<file path="src/rtl/uart_tx_arbiter_pkg.sv">
// Shared types and helpers for the uart_tx_arbiter block.
// Optional channel tagging is controlled by UART_TX_ARB_CHANNEL_TAG_EN.
package uart_tx_arb_pkg;

  typedef enum logic [2:0] {
    ST_IDLE      = 3'd0,
    ST_TAG_LOAD  = 3'd1,
    ST_TAG_WAIT  = 3'd2,
    ST_LOAD      = 3'd3,
    ST_WAIT_RISE = 3'd4,
    ST_WAIT_FALL = 3'd5
  } arb_state_e;

  // MSB value that marks a word on the line as a channel tag.
  localparam logic TAG_MARK = 1'b1;

  function automatic int gid_width(input int n);
    if (n < 2) begin
      return 1;
    end else begin
      return $clog2(n);
    end
  endfunction

endpackage

</file>
<file path="src/rtl/uart_tx_arbiter_rr_pick.sv">
// Combinational rotate-priority encoder: first set bit of i_req at or above
// i_ptr, searching upward modulo N_REQ.
module rr_pick
  import uart_tx_arb_pkg::*;
#(
  parameter int N_REQ = 4
) (
  input  logic [N_REQ-1:0]               i_req,
  input  logic [gid_width(N_REQ)-1:0]    i_ptr,
  output logic [gid_width(N_REQ)-1:0]    o_winner,
  output logic                           o_any_valid
);

  localparam int GW = gid_width(N_REQ);

  logic [GW-1:0] w_idx;

  // Scan offsets from the pointer; the first valid channel wins.
  always_comb begin
    o_any_valid = 1'b0;
    o_winner    = '0;
    w_idx       = '0;
    for (int off = 0; off < N_REQ; off++) begin
      w_idx = GW'((int'(i_ptr) + off) % N_REQ);
      if (!o_any_valid && i_req[w_idx]) begin
        o_any_valid = 1'b1;
        o_winner    = w_idx;
      end else begin
        o_any_valid = o_any_valid;
      end
    end
  end

endmodule

</file>
<file path="src/rtl/uart_tx_arbiter.sv">
// Round-robin arbiter that feeds one UART shifter from N_REQ byte sources.
// Define UART_TX_ARB_CHANNEL_TAG_EN to prefix every word with a channel tag frame.
module uart_tx_arbiter
  import uart_tx_arb_pkg::*;
#(
  parameter int N_REQ         = 4,
  parameter int DATA_BITS     = 8,
  parameter int START_TIMEOUT = 8
) (
  input  logic                          clk,
  input  logic                          nrst,
  input  logic [N_REQ-1:0]              req_valid,
  input  logic [N_REQ*DATA_BITS-1:0]    req_data,
  output logic [N_REQ-1:0]              req_ready,
  output logic                          tx_start,
  output logic [DATA_BITS-1:0]          tx_data,
  input  logic                          tx_busy,
  output logic [gid_width(N_REQ)-1:0]   grant_id,
  output logic                          busy,
  output logic                          err_timeout
);

  localparam int GW = gid_width(N_REQ);
  localparam int CW = $clog2(START_TIMEOUT + 1);

  arb_state_e           r_state;
  logic                 r_arm;
  logic [GW-1:0]        r_ptr;
  logic [GW-1:0]        r_grant;
  logic                 r_tx_start;
  logic [DATA_BITS-1:0] r_tx_data;
  logic                 r_busy;
  logic                 r_err;
  logic [CW-1:0]        r_cnt;

  logic [GW-1:0]        w_winner;
  logic                 w_any;
  logic [GW-1:0]        w_next_ptr;
  logic [N_REQ-1:0]     w_ready;
  logic [DATA_BITS-1:0] w_sel_data;

`ifdef UART_TX_ARB_CHANNEL_TAG_EN
  logic [DATA_BITS-1:0] r_word;
  logic                 r_rose;
  logic [DATA_BITS-1:0] w_tag;

  if (DATA_BITS < GW + 1) begin : g_tag_width_check
    $error("uart_tx_arbiter: DATA_BITS too small to hold the channel tag");
  end

  // Tag word: marker in the MSB, winning channel index in the LSBs.
  always_comb begin
    w_tag              = '0;
    w_tag[DATA_BITS-1] = TAG_MARK;
    w_tag[GW-1:0]      = w_winner;
  end
`endif

  rr_pick #(.N_REQ(N_REQ)) u_rr_pick (
    .i_req       (req_valid),
    .i_ptr       (r_ptr),
    .o_winner    (w_winner),
    .o_any_valid (w_any)
  );

  assign w_sel_data = req_data[w_winner*DATA_BITS +: DATA_BITS];

  // r_arm keeps the accept pulse low while and just after nrst is asserted.
  always_comb begin
    w_ready = '0;
    if (r_arm && (r_state == ST_IDLE) && w_any) begin
      w_ready[w_winner] = 1'b1;
    end else begin
      w_ready = '0;
    end
  end

  // Round-robin pointer advance with wrap at N_REQ.
  always_comb begin
    if (w_winner == GW'(N_REQ - 1)) begin
      w_next_ptr = '0;
    end else begin
      w_next_ptr = w_winner + GW'(1);
    end
  end

  // Arbitration, frame sequencing and start-timeout supervision.
  always_ff @(posedge clk or negedge nrst) begin
    if (!nrst) begin
      r_state    <= ST_IDLE;
      r_arm      <= 1'b0;
      r_ptr      <= '0;
      r_grant    <= '0;
      r_tx_start <= 1'b0;
      r_tx_data  <= '0;
      r_busy     <= 1'b0;
      r_err      <= 1'b0;
      r_cnt      <= '0;
`ifdef UART_TX_ARB_CHANNEL_TAG_EN
      r_word     <= '0;
      r_rose     <= 1'b0;
`endif
    end else begin
      r_arm <= 1'b1;
      r_err <= 1'b0;
      case (r_state)
        ST_IDLE: begin
          if (r_arm && w_any) begin
            r_grant    <= w_winner;
            r_ptr      <= w_next_ptr;
            r_tx_start <= 1'b1;
            r_busy     <= 1'b1;
`ifdef UART_TX_ARB_CHANNEL_TAG_EN
            r_word     <= w_sel_data;
            r_tx_data  <= w_tag;
            r_state    <= ST_TAG_LOAD;
`else
            r_tx_data  <= w_sel_data;
            r_state    <= ST_LOAD;
`endif
          end
        end
`ifdef UART_TX_ARB_CHANNEL_TAG_EN
        ST_TAG_LOAD: begin
          r_tx_start <= 1'b0;
          r_cnt      <= '0;
          r_rose     <= 1'b0;
          r_state    <= ST_TAG_WAIT;
        end
        ST_TAG_WAIT: begin
          if (!r_rose) begin
            if (tx_busy) begin
              r_rose <= 1'b1;
            end else if (r_cnt == CW'(START_TIMEOUT - 1)) begin
              r_err   <= 1'b1;
              r_busy  <= 1'b0;
              r_state <= ST_IDLE;
            end else begin
              r_cnt <= r_cnt + CW'(1);
            end
          end else if (!tx_busy) begin
            r_tx_data  <= r_word;
            r_tx_start <= 1'b1;
            r_state    <= ST_LOAD;
          end
        end
`endif
        ST_LOAD: begin
          r_tx_start <= 1'b0;
          r_cnt      <= '0;
          r_state    <= ST_WAIT_RISE;
        end
        ST_WAIT_RISE: begin
          if (tx_busy) begin
            r_state <= ST_WAIT_FALL;
          end else if (r_cnt == CW'(START_TIMEOUT - 1)) begin
            r_err   <= 1'b1;
            r_busy  <= 1'b0;
            r_state <= ST_IDLE;
          end else begin
            r_cnt <= r_cnt + CW'(1);
          end
        end
        ST_WAIT_FALL: begin
          if (!tx_busy) begin
            r_busy  <= 1'b0;
            r_state <= ST_IDLE;
          end
        end
        default: begin
          r_tx_start <= 1'b0;
          r_busy     <= 1'b0;
          r_state    <= ST_IDLE;
        end
      endcase
    end
  end

  assign req_ready   = w_ready;
  assign tx_start    = r_tx_start;
  assign tx_data     = r_tx_data;
  assign grant_id    = r_grant;
  assign busy        = r_busy;
  assign err_timeout = r_err;

endmodule
</file>
<file path="config.mk">
export PLATFORM = sky130hd
export DESIGN_NAME = uart_tx_arbiter
export DESIGN_NICKNAME = d
export VERILOG_FILES = /design/src/rtl/uart_tx_arbiter_pkg.sv /design/src/rtl/uart_tx_arbiter_rr_pick.sv /design/src/rtl/uart_tx_arbiter.sv
export SDC_FILE = /design/constraint.sdc
export NUM_CORES = 1
export LEC_CHECK = 0
export CAP_MARGIN = 30
export CORE_MARGIN = 3
export CORE_UTILIZATION = 39
export CTS_CLUSTER_SIZE = 14
export DETAILED_ROUTE_END_ITERATION = 10
export GPL_TIMING_DRIVEN = 0
export PLACE_DENSITY = 0.76
export SLEW_MARGIN = 40
export SYNTH_ARGS = -nofsm -noshare
export SYNTH_HDL_FRONTEND = slang
export SYNTH_HIERARCHICAL = 1
export SYNTH_SLANG_ARGS = --single-unit
</file>
<file path="constraint.sdc">
create_clock -name clk -period 2.2 [get_ports clk]
set_clock_uncertainty 0.05 [all_clocks]
set_input_delay 0.22 -clock clk [delete_from_list [all_inputs] [get_ports clk]]
set_output_delay 0.22 -clock clk [all_outputs]
set_load 0.1 [all_outputs]
</file>
# Word level (Yosys, flattened, before mapping)
# Cells that the tools add are included.
[totals] regBits=23 inputBits=39 wordCells=89
[classes] add_sub_neg=5 n_lt_le_gt_ge=6 eq_ne=11 n_shift=1 mux=37 n_bitwise=2 reduce_logical=18
[ops] op="indexed part select 32 x 6 -> 8 bit" count=1
[ops] op="two-way mux 1 bit" count=16
[ops] op="< comparator 2 x 3 -> 1 bit, second input constant" count=5
[ops] op="two-way mux 3 bit" count=4
[ops] op="two-way mux 4 bit" count=3
[ops] op="one-hot mux 3 bit (4 select lines)" count=1
[ops] op="two-way mux 2 bit" count=5
[ops] op="binary-select mux 1 bit (select 2 bit)" count=4
[ops] op="!= test 2 bit, second input constant" count=4
[ops] op="one-hot mux 4 bit (2 select lines)" count=1
[ops] op="logical AND 1 bit" count=7
[ops] op="equality test 3 bit, second input constant" count=2
[ops] op="AND reduction 3 bit" count=2
[ops] op="AND reduction 5 bit" count=1
[ops] op="adder 2 x 1 -> 2 bit, second input constant" count=2
[ops] op="adder 2 bit, second input constant" count=2
[ops] op="adder 4 x 1 -> 4 bit, second input constant" count=1
[ops] op="equality test 4 x 3 -> 1 bit, second input constant" count=1
[ops] op="one-hot mux 1 bit (4 select lines)" count=1
[ops] op="AND reduction 2 bit" count=2
[ops] op="equality test 3 x 2 -> 1 bit, second input constant" count=1
[ops] op="logical NOT 1 bit" count=3
[ops] op="logical NOT 3 bit" count=1
[ops] op="!= test 3 bit, second input constant" count=1
[ops] op="other kinds (8)" count=9

# Logic depth before layout (Yosys ltp)
[logic_depth] word_depth=17 ltp_mapped=7 depth_no_buf=6

# Modules after synthesis
# The synthesis kept the hierarchy.
[by_module_without_submodules] mod="uart_tx_arbiter" instances=1 cells_each=98 area_per_inst_um2=1312.5 seq_area_each_um2=575.6
[by_module_without_submodules] mod="rr_pick" instances=1 cells_each=15 area_per_inst_um2=77.6 seq_area_each_um2=0.0

# Worst setup path after synthesis
# Ideal clock, no wire load.
[synth_path] kind="reg-to-reg" start="register r_ptr[0]" end="register r_tx_data[1] (netlist: tx_data[1])" setup_time_ps=126 t_arrival_ps=2079 required_time_ps=2024 setup_slack_ps=-56 path_stages_with_launch=7 synth_period_minus_slack_ps=2256 cell_sequence="dfrtp_1 inv_2 a221o_1 a21oi_1 buf_2 mux4_2 mux2_4"
[synth_rtl] item="start: declaration" line="uart_tx_arbiter.sv:28" text="logic [GW-1:0] r_ptr;"
[synth_rtl] item="start signal: assignment" line="uart_tx_arbiter.sv:110" text="r_ptr <= w_next_ptr;"
[synth_rtl] item="branches (longest 11 deep; another with adder 2 x 1 -> 2 bit)"
[synth_rtl] item="two-way mux 2 bit (*)" line="uart_tx_arbiter_rr_pick.sv:25" text="if (!o_any_valid && i_req[w_idx]) begin"
[synth_rtl] item="net w_winner[0]" line="uart_tx_arbiter.sv:36" text="logic [GW-1:0] w_winner;"
[synth_rtl] item="indexed part select 32 x 6 -> 8 bit (*)" line="uart_tx_arbiter.sv:66" text="assign w_sel_data = req_data[w_winner*DATA_BITS +: DATA_BITS];"
[synth_rtl] item="end signal: assignment" line="uart_tx_arbiter.sv:118" text="r_tx_data <= w_sel_data;"
[synth_rtl] item="end: declaration" line="uart_tx_arbiter.sv:31" text="logic [DATA_BITS-1:0] r_tx_data;"
# Mark *: on every way through the listed nets, which the timed path passes. The select of a mux whose other input is x is not followed.
# A chain may end at the register's enable or synchronous reset.

# Worst setup path in the final report
[layout_path] start="register r_ptr[0]" end="output req_ready[2]"
[layout_between] elab_chain_len=17
[layout_rtl] item="branches (longest 11 deep; another with adder 2 x 1 -> 2 bit)"
[layout_rtl] item="two-way mux 2 bit (*)" line="uart_tx_arbiter_rr_pick.sv:25"
[layout_rtl] item="net w_winner[0]" line="uart_tx_arbiter.sv:36"
[layout_rtl] item="< comparator 2 x 3 -> 1 bit (implied by the code) / >= comparator 2 x 1 -> 1 bit (equally long branches)" line="uart_tx_arbiter.sv:72" text="w_ready[w_winner] = 1'b1;"
[layout_rtl] item="logical AND 1 bit (implied by the code)" line="uart_tx_arbiter.sv:72"
[layout_rtl] item="two-way mux 1 bit (implied by the code)" line="uart_tx_arbiter.sv:72"
[layout_rtl] item="demux 1 bit (select 2 bit) (*)" line="uart_tx_arbiter.sv:72"
[layout_rtl] item="two-way mux 4 bit (*)" line="uart_tx_arbiter.sv:71" text="if (r_arm && (r_state == ST_IDLE) && w_any) begin"
[layout_rtl] item="end: declaration" line="uart_tx_arbiter.sv:14" text="output logic [N_REQ-1:0] req_ready,"
# Marked as above.

==> key figures <==
Clock tree
  – Root Driver: clkbuf_4
  – CTS max path bufs: 2
  – H-Tree Depth: 1
  – CTS tree: done
  – Clock Latency Late Sink: 310 ps
  – Clk slew on worst S/H paths: 130 ps
  – Sink Count: 23
  – Number of CTS-inserted buffers: 3

Setup path
  – Worst reg2reg path depth: 7
  – Reg2reg start: r_ptr[0]$_DFFE_PN0P_
  – Max Fanout on Critical Path: 3
  – Crit. End Element: primary output
  – Startpoint class of the critical path: register
  – Arrival time at the worst endpoint: 1960 ps
  – Max stage delay on crit path: 420 ps
  – Critical path depth: 8
  – Crit path from: r_ptr[0]$_DFFE_PN0P_
  – Reg2Reg Setup Slack: -20 ps
  – Crit path max-delay family: compound AO/OA/AOI/OAI gates
  – Worst EP required: 1930 ps
  – Reg2reg end: tx_data[7]$_DFFE_PN0P_
  – CP Buf/Inv Count: 4
  – Crit path cell chain: inv_2 -> a221o_1 -> a21oi_4 -> buf_8 -> inv_6 -> ha_4 -> and2_4 -> buf_12
  – CP max-delay cell: dfrtp_1
  – Crit Path Category: register to primary output

Power
  – Pint: 1.524 mW
  – Leakage power: 0.9646 nW
  – Power Density: 1510 nW/um^2
  – Switching share of power: 0.5338
  – Clock Power Share: 0.060
  – Logic pwr share: 0.711
  – Sw power: 1.745 mW
  – Flop pwr share: 0.229
  – VDD IR max: 0.001081 V

Detailed routing
  – Wire length per cell: 15.55 um
  – DRT Wirelength: 3545 um
  – # DRC: 0
  – First-pass DRT Iterations: 4
  – Vias post-DR: 1181
  – DR iter-0 viols: 65
  – Routed Antenna Nets: 0
  – Drt via density: 5.180

Timing
  – Tmin final: 2230 ps
  – Slew Limit Headroom: 0.6472
  – Tcrit/Tclk final: 1.014
  – Final WS setup: -30.46 ps
  – Fin. max-slew vios: 0
  – Fin Setup TNS: -120.5 ps
  – Fmax: 0.4483 GHz
  – Final setup fails: 9
  – RSZ-0062 raised after global routing: yes
  – Hold Vio Cnt, Final: 0
  – Actual slew at the worst max-slew pin: 529.3 ps

Finish
  – Final core utilization: 0.6386
  – Inserted Diodes: 0
  – Area Overhead vs Synth: 55.72%
  – Post-layout nets: 227
  – FILL cells: 254
  – Share of layout cells above drive strength 1: 0.4176

Logic synthesis
  – Most common cell in the netlist: dfrtp_1
  – Yosys warns: 6
  – Synth top cells by count: dfrtp_1, inv_1, mux2_2, mux4_2, a21oi_1
  – Mapped Cells: 113
  – Mean Syn Cell Area: 12.30 um^2
  – Dominant synthesized flop cell: dfrtp_1
  – Syn_nets: 157
  – Ys async rst share: 1.000
  – Yosys top cell by area: dfrtp_1
  – Post-synth top area share: 0.4140
  – Number of flops mapped to enable cells by yosys: 0
  – Synth area leaders: dfrtp_1, mux4_2, mux2_2, ha_1, mux2_4
  – Netlist cell types: 38
  – #FFs+latches synth: 23
  – Mapped cell area: 1390 um^2
  – Sequential-to-total area share from yosys stat: 0.4140

Placement
  – DP Wirelength: 2511 um
  – # port buffers: 55
  – Final GP Congestion: 0.8458
  – DP Worst Slack: -636.2 ps

Status
  – Failing checks: negative setup slack
  – Run status: finished with violations

GRT
  – First-pass GRT wire length: 5547 um
  – Global route overflow: 0
  – Vias in the first global route: 1251
  – Pin count of the biggest net entering global routing: 24
  – All-Layer GR Usage: 0.1656
  – Initial antenna violation count: 0

Die
  – Core area: 3390 um^2
  – Die area: 4316 um^2
  – Initial core utilization: 0.4101
  – Die height: 65.70 um
  – Die W: 65.70 um
  – # rows: 21
  – Io pins: 56

Job
  – Max Cap Viol: 0

Hold path
  – Hold WC Path Type: primary input to asynchronous set/reset pin
==> worst max-delay path by stage <==
stage	end
6_report	req_ready[2]
2_1_floorplan	tx_data[1]$_DFFE_PN0P_
3_3_place_gp	req_ready[2]
4_1_cts	req_ready[0]
5_1_grt	req_ready[2]
3_5_place_dp	req_ready[0]
==> cells in the final DEF, fill, tap and decap left out, drive strengths merged, types with 3 or more instances in the layout <==
master and instances:
inv 10, and2 4, a21oi 7, dfrtp 23
ha 5, mux4 8, nand2 6, clkbuf 4
nor2 4, mux2 12, mux2i 3, nand3 3
buf 30, clkdlybuf4s50 35
==> layer usage <==
metal,track usage,vias to the layer above,share of wire
li1,-,547,-
met5,0,-,0
met4,0.03109,0,0.011
met1,0.1998,586,0.38
met2,0.2891,44,0.53
met3,0.05299,4,0.078
==> metrics by stage <==
stage | area, um^2 | instances | hold WS [ps] | power (mW)
2_1_floorplan | 1394 | 113 | -125.6 | 2.383
3_3_place_gp | 2002 | 214 | 421.8 | 2.832
3_5_place_dp | 1912 | 214 | 178.4 | 2.757
4_1_cts | 2091 | 226 | 374.5 | 3.162
5_1_grt | 2165 | 228 | 405.7 | 3.439
6_report | 2165 | 228 | 365.9 | 3.270
==> power groups by stage <==
| stage | sequential [mW] | clock [mW] | combinational, mW |
|---|---|---|---|
| after floorplan | 1.54 | 0 | 0.841 |
| after global routing | 0.780 | 0.228 | 2.43 |
| after CTS | 0.746 | 0.204 | 2.21 |
| final | 0.748 | 0.196 | 2.32 |
| after global placement | 0.745 | 0 | 2.09 |
| after detailed placement | 0.755 | 0 | 2.00 |
==> area by class of cell <==
class | count | area [um^2] | area share
buffer | 4 | 55.05 | 0.02543
clock buffer | 3 | 22.52 | 0.01040
clock inverter | 1 | 5.005 | 0.002312
inverter | 10 | 42.54 | 0.01965
multi-input combinational | 76 | 799.5 | 0.3694
sequential | 23 | 575.6 | 0.2659
tap | 46 | 57.56 | 0.02659
timing repair buffer | 65 | 606.8 | 0.2803
==> kinds of logic (layout without fill, tap and decap cells) <==
logic type / Yosys count / in the layout / share of synthesized area
fa+ha+maj: 5 / 5 / 0.04500
compound gates: 17 / 17 / 0.08551
other cells: 1 / 1 / 0.002698
flops: 23 / 23 / 0.4140
buf+inv: 14 / 83 / 0.05219
mux: 23 / 23 / 0.2592
xor+xnor: 1 / 1 / 0.006302
simple gates: 29 / 29 / 0.1350
==> worst reg2reg max path: stages (launching register included) <==
cell and delay [ps]:
dfrtp_1 420, inv_2 50, a221o_1 330, a21oi_4 210, buf_8 140, buf_8 140
mux4_2 510, mux2_4 270
==> state kept, by name, summed over array words and instances (netlist names) <==
name	flops
busy	1
err_timeout	1
grant_id	2
r_arm	1
r_cnt	4
r_ptr	2
r_state	3
tx_data	8
tx_start	1
==> timing repair <==
item	CTS	global route
hold buffers	1	0
pin swaps	4	4
gates resized for setup	28	15
cloned	0	0
setup buffers	7	2
endpoints found under the hold margin	23	0
endpoints found under the setup margin	13	12
Power figures use the tool's default switching activity.
